--- config.mk ---
export PLATFORM = sky130hd
export DESIGN_NAME = serial_adder
export DESIGN_NICKNAME = d
export VERILOG_FILES = /design/src/rtl/serial_adder_pkg.sv /design/src/rtl/serial_adder_fa.sv /design/src/rtl/serial_adder.sv
export SDC_FILE = /design/constraint.sdc
export NUM_CORES = 1
export LEC_CHECK = 0
export CAP_MARGIN = 20
export CORE_AREA = 4 4 72 61
export DETAILED_ROUTE_END_ITERATION = 16
export DIE_AREA = 0 0 76 65
export PLACE_DENSITY = 0.73
export SKIP_LAST_GASP = 1
export SYNTH_ARGS = -nofsm -noshare
export SYNTH_HDL_FRONTEND = slang
export SYNTH_SLANG_ARGS = --single-unit
--- constraint.sdc ---
create_clock -name clk -period 1.15 [get_ports clk]
set_input_delay 0.2875 -clock clk [delete_from_list [all_inputs] [get_ports clk]]
set_output_delay 0.2875 -clock clk [all_outputs]
set_load 0.005 [all_outputs]
--- src/rtl/serial_adder_pkg.sv ---
// Shared definitions for the bit-serial adder: state encoding and counter sizing.
package serial_adder_pkg;

  typedef enum logic [1:0] {
    IDLE = 2'd0,
    RUN  = 2'd1,
    DONE = 2'd2
  } state_e;

  // Bit-step counter width; counts 0 .. width-1.
  function automatic int unsigned cnt_width(int unsigned width);
    return $clog2(width);
  endfunction

endpackage

--- src/rtl/serial_adder_fa.sv ---
// Single-bit full-adder cell, reused once per bit step by serial_adder.
module serial_adder_fa (
  input  logic a,
  input  logic b,
  input  logic cin,
  output logic sum,
  output logic cout
);

  always_comb begin
    sum  = a ^ b ^ cin;
    cout = (a & b) | (a & cin) | (b & cin);
  end

endmodule

--- src/rtl/serial_adder.sv ---
// Bit-serial WIDTH-bit adder: one full-adder cell, LSB first, valid/ready result handshake.
// Optional subtract mode (sub port) is enabled by defining SERIAL_ADDER_SUB_EN.
module serial_adder
  import serial_adder_pkg::*;
#(
  parameter int unsigned WIDTH = 8
) (
  input  logic             clk,
  input  logic             rst,
  input  logic             start_valid,
  output logic             start_ready,
  input  logic [WIDTH-1:0] a,
  input  logic [WIDTH-1:0] b,
  input  logic             cin,
`ifdef SERIAL_ADDER_SUB_EN
  input  logic             sub,
`endif
  output logic             busy,
  output logic             res_valid,
  input  logic             res_ready,
  output logic [WIDTH-1:0] sum,
  output logic             cout,
  output logic             ovf
);

  localparam int unsigned CntW = cnt_width(WIDTH);
  localparam logic [CntW-1:0] CntLast = CntW'(WIDTH - 1);

  state_e           state_q, state_d;
  logic [WIDTH-1:0] a_sh_q, a_sh_d;
  logic [WIDTH-1:0] b_sh_q, b_sh_d;
  logic [WIDTH-2:0] sum_sh_q, sum_sh_d;
  logic             carry_q, carry_d;
  logic [CntW-1:0]  cnt_q, cnt_d;
  logic [WIDTH-1:0] sum_q, sum_d;
  logic             cout_q, cout_d;
  logic             ovf_q, ovf_d;

  logic             fa_s, fa_c;
  logic [WIDTH-1:0] sum_next;
  logic [WIDTH-1:0] b_load;
  logic             carry_load;

  // Subtraction is a + ~b + 1; the inverted operand and forced carry are applied at load.
`ifdef SERIAL_ADDER_SUB_EN
  always_comb begin
    b_load     = sub ? ~b : b;
    carry_load = sub ? 1'b1 : cin;
  end
`else
  always_comb begin
    b_load     = b;
    carry_load = cin;
  end
`endif

  serial_adder_fa u_fa (
    .a    (a_sh_q[0]),
    .b    (b_sh_q[0]),
    .cin  (carry_q),
    .sum  (fa_s),
    .cout (fa_c)
  );

  // The newest sum bit enters at the top, so after WIDTH steps bit 0 lands in place.
  assign sum_next = {fa_s, sum_sh_q};

  always_comb begin
    state_d  = state_q;
    a_sh_d   = a_sh_q;
    b_sh_d   = b_sh_q;
    sum_sh_d = sum_sh_q;
    carry_d  = carry_q;
    cnt_d    = cnt_q;
    sum_d    = sum_q;
    cout_d   = cout_q;
    ovf_d    = ovf_q;

    unique case (state_q)
      IDLE: begin
        if (start_valid) begin
          a_sh_d  = a;
          b_sh_d  = b_load;
          carry_d = carry_load;
          cnt_d   = '0;
          state_d = RUN;
        end
      end
      RUN: begin
        sum_sh_d = sum_next[WIDTH-1:1];
        a_sh_d   = {1'b0, a_sh_q[WIDTH-1:1]};
        b_sh_d   = {1'b0, b_sh_q[WIDTH-1:1]};
        carry_d  = fa_c;
        cnt_d    = cnt_q + CntW'(1);
        if (cnt_q == CntLast) begin
          // carry_q here is the carry into the MSB
          ovf_d   = carry_q ^ fa_c;
          cout_d  = fa_c;
          sum_d   = sum_next;
          state_d = DONE;
        end
      end
      DONE: begin
        if (res_ready) begin
          state_d = IDLE;
        end
      end
      default: state_d = IDLE;
    endcase
  end

  always_ff @(posedge clk) begin
    if (rst) begin
      state_q  <= IDLE;
      a_sh_q   <= '0;
      b_sh_q   <= '0;
      sum_sh_q <= '0;
      carry_q  <= 1'b0;
      cnt_q    <= '0;
      sum_q    <= '0;
      cout_q   <= 1'b0;
      ovf_q    <= 1'b0;
    end else begin
      state_q  <= state_d;
      a_sh_q   <= a_sh_d;
      b_sh_q   <= b_sh_d;
      sum_sh_q <= sum_sh_d;
      carry_q  <= carry_d;
      cnt_q    <= cnt_d;
      sum_q    <= sum_d;
      cout_q   <= cout_d;
      ovf_q    <= ovf_d;
    end
  end

  always_comb begin
    start_ready = (state_q == IDLE);
    busy        = (state_q == RUN);
    res_valid   = (state_q == DONE);
    sum         = sum_q;
    cout        = cout_q;
    ovf         = ovf_q;
  end

endmodule

==> summary.txt <==
STA
  • Hold WS: 450 ps
  • Skew final: 7.70 ps
  • Slew @ Worst Pin: 254 ps
  • Final setup fails: 29
  • Slew HR: 0.829
  • Final Critical Period: 1400 ps
  • Final period util: 1.22
  • RSZ-0062 raised after global routing: true
  • Fmax achieved: 0.716 GHz
  • Setup slack after layout: -248 ps
  • Slew Limit Fails: 0
  • Fin Setup TNS: -4810 ps
  • Final Hold Fails: 0

Floorplan
  • Die ar.: 4940 um^2
  • Die Span Y: 65 um
  • IO Pins: 34
  • CORE AREA: 3680 um^2
  • Row count: 20
  • Die extent in x: 76 um
  • Initial core utilization: 0.435

Synthesis
  • Area contributors post-synth: dfxtp_1 (49%), nor2_1 (11%), nand2_1 (7.5%)
  • Mapped Cells: 194
  • Async set or reset register ratio after synthesis: 0
  • Mapped Area: 1600 um^2
  • EDFF count, synth: 0
  • Post-synthesis sequential area ratio: 0.488
  • Yosys Warn Count: 0
  • Yosys top cell by area: dfxtp_1
  • Most used DFF post-synth: dfxtp_1
  • Top-count cell post-synth: nor2_1
  • Top cells by count, synth: nor2_1 (48), dfxtp_1 (39), nand2_1 (32)
  • Post-synth top area share: 0.488
  • Cell variety after synth: 30
  • Synth Net Count: 218
  • Avg Cell Area, Syn: 8.25 um^2
  • Yosys reg bits: 39

Final layout
  • Fraction of layout cells with a size suffix above 1: 0.432
  • Reg area: 803 um^2
  • Area Growth Syn to Fin: 53.2%
  • Fill count: 293
  • Area occupied by multi-input gates: 893 um^2
  • Final non-filler cell total: 294
  • Number of diodes: 0
  • Nets@finish: 273

Setup path
  • Reg2reg setup slack: -250 ps
  • Crit Path Max Fanout: 8
  • Cell count of the worst reg-to-reg path: 6
  • Crit-path cells: buf_6, buf_6, or3b_4, buf_12, nor2_2, nor4_2
  • CP top delay family: simple AND/OR/NAND/NOR gates
  • R2R Path End: b_sh_q[1]$_SDFFE_PP0P_
  • Worst Path Buf+Inv: 3
  • WP depth: 6
  • CP Capture Type: register
  • CP max stage delay: 400 ps
  • CP Data Required Time: 1330 ps
  • Startpoint Class: register
  • Worst flop-to-flop path startpoint: state_q[1]$_SDFFE_PP0P_
  • Data arrival, critical path: 1580 ps
  • Worst path slowest cell: or3b_4
  • Cell mode on critical path: buf_6
  • Crit Path Class: register to register

Worst hold path
  • Hold path start: sum[6]$_SDFFE_PP0P_
  • WHS Path Cells: 2
  • Hold path endpoint: sum[6]$_SDFFE_PP0P_
  • Hold Crit Class: register to register

Clock tree
  • Root Buffer: clkbuf_8
  • Bufs on Longest Clock Path: 2
  • TritonCTS clock tree: yes
  • # clock sinks: 39
  • CTS clk-pin slew, worst paths: 80 ps
  • Clock Latency Late Sink: 300 ps
  • H-tree depth: 2
  • CTS Buf Count: 5
  • CTS Hold Bufs: 0

GRT
  • First-pass GRT wire length: 6710 um
  • Remaining Overflow, GRT: 0
  • Initial antenna violation count: 0
  • Gr usage total: 0.170
  • Vias in the first global route: 1,436
  • Largest net degree at the start of global routing: 40

Place
  • Gpl congestion: 0.744
  • PortBufs: 33
  • HPWL Detailed: 2320 um
  • Cells after DPL: 273

Detailed routing
  • Average wire per standard cell: 14.0 um
  • 1st-iter DRT viols: 87
  • Routed Antenna Nets: 0
  • DR pass1 iterations: 4
  • Drt total wl: 4110 um
  • Drc violations: 0
  • Vias post-DR: 1,499
  • DR vias/cell: 5.10

Pwr
  • Gate power share: 0.147
  • Switching Fraction: 0.252
  • P_sw: 0.000778 W
  • Pwr Density: 1260 nW/um^2
  • Clock share of power: 0.381
  • P_leak: 0.966 nW
  • Worst vdd ir: 0.953 mV
  • Flop pwr share: 0.472
  • Int Power: 0.00231 W

Run status
  • Outcome: complete, but fails checks
  • Failing checks: negative setup slack

Run
  • Max cap viols: 0
-- per-stage QoR --
| stage | util | worst slack (ps) | cell area (um^2) | total power (W) |
|---|---|---|---|---|
| finish | 0.667 | -248 | 2450 | 0.00309 |
| global route | 0.667 | -282 | 2450 | 0.00321 |
| CTS | 0.658 | -219 | 2420 | 0.00306 |
| detailed placement | 0.565 | -489 | 2080 | 0.00184 |
| global placement | 0.565 | -446 | 2080 | 0.00184 |
| floorplan | - | -45.7 | 1650 | 0.00169 |
-- tightest hold or removal path: cells and delay by family (launching register included) --
kind            cells  cell delay [ps]
flops               1              330
compound gates      1               50
simple gates        1               40
-- worst max path at each step --
stage / startpoint / to / slack, ps
global placement: start_valid / a_sh_q[2]$_SDFFE_PP0P_ / -450
detailed placement: start_valid / a_sh_q[0]$_SDFFE_PP0P_ / -490
floorplan: state_q[1]$_SDFFE_PP0P_ / a_sh_q[6]$_SDFFE_PP0P_ / -50
finish: state_q[1]$_SDFFE_PP0P_ / b_sh_q[1]$_SDFFE_PP0P_ / -250
global route: state_q[1]$_SDFFE_PP0P_ / b_sh_q[1]$_SDFFE_PP0P_ / -280
CTS: state_q[1]$_SDFFE_PP0P_ / b_sh_q[1]$_SDFFE_PP0P_ / -220
-- metal layers --
layer / vias to the layer above / wire (um) / GRT usage
met5: - / 0 / 0
met4: 0 / 46 / 0.0489
met3: 6 / 241 / 0.0625
met2: 39 / 1910 / 0.269
met1: 701 / 1920 / 0.217
li1: 753 / - / -
-- power groups by stage --
stage / clock network, W / registers [W] / logic [W]
detailed placement: 0 / 0.00148 / 0.000359
global route: 0.00125 / 0.00147 / 0.000493
finish: 0.00118 / 0.00146 / 0.000453
global placement: 0 / 0.00148 / 0.000352
floorplan: 0 / 0.00148 / 0.000217
CTS: 0.00119 / 0.00146 / 0.000421
-- what timing repair did --
action / in CTS / in global routing
setup buffers: 10 / 1
gates cloned: 2 / 0
pin swaps: 15 / 7
endpoints found under the hold margin: 0 / 0
gates resized for setup: 91 / 25
setup endpoints to repair: 39 / 51
-- sequential cells by signal, summed over array words and instances, names as in the netlist --
register,cells
sum,8
ovf,1
b_sh_q,8
a_sh_q,8
state_q,2
carry_q,1
sum_sh_q,7
cout,1
cnt_q,3
-- area by class of cell --
cell class,count,share of cell area
multi-input cells,140,0.364
repair buffers,61,0.234
well taps,44,0.0224
clock buffers,5,0.0281
inverters,2,0.00408
clock inverters,3,0.0194
flip-flops and latches,39,0.328
-- logic make-up after synthesis --
| logic type | Yosys count | share of synthesized area |
|---|---|---|
| mux | 2 | 0.0125 |
| buf+inv | 15 | 0.0555 |
| compound gates | 26 | 0.0907 |
| fa+ha+maj | 3 | 0.0281 |
| flops | 39 | 0.488 |
| xor+xnor | 1 | 0.00547 |
| simple gates | 108 | 0.320 |
-- layout by cell type, fill, tap and decap left out, types with 2 or more instances in the layout --
| cell | synthesis | routed |
|---|---|---|
| dfxtp_1 | 39 | 23 |
| buf_12 | 0 | 3 |
| nand2_1 | 32 | 21 |
| ha_4 | 0 | 2 |
| o21ai_0 | 2 | 2 |
| nand2_2 | 0 | 11 |
| nor2_1 | 48 | 38 |
| buf_2 | 4 | 2 |
| clkbuf_8 | 0 | 5 |
| a21oi_1 | 19 | 19 |
| nor2_2 | 1 | 8 |
| nor4_1 | 12 | 9 |
| mux2i_1 | 2 | 2 |
| clkbuf_2 | 1 | 9 |
| nor2_4 | 2 | 5 |
| buf_4 | 1 | 13 |
| dfxtp_2 | 0 | 15 |
| clkdlybuf4s50_1 | 0 | 20 |
| buf_6 | 3 | 12 |
| nor4_2 | 3 | 6 |
| nand3b_1 | 3 | 3 |
No activity file was read; power rests on OpenSTA's default activity.
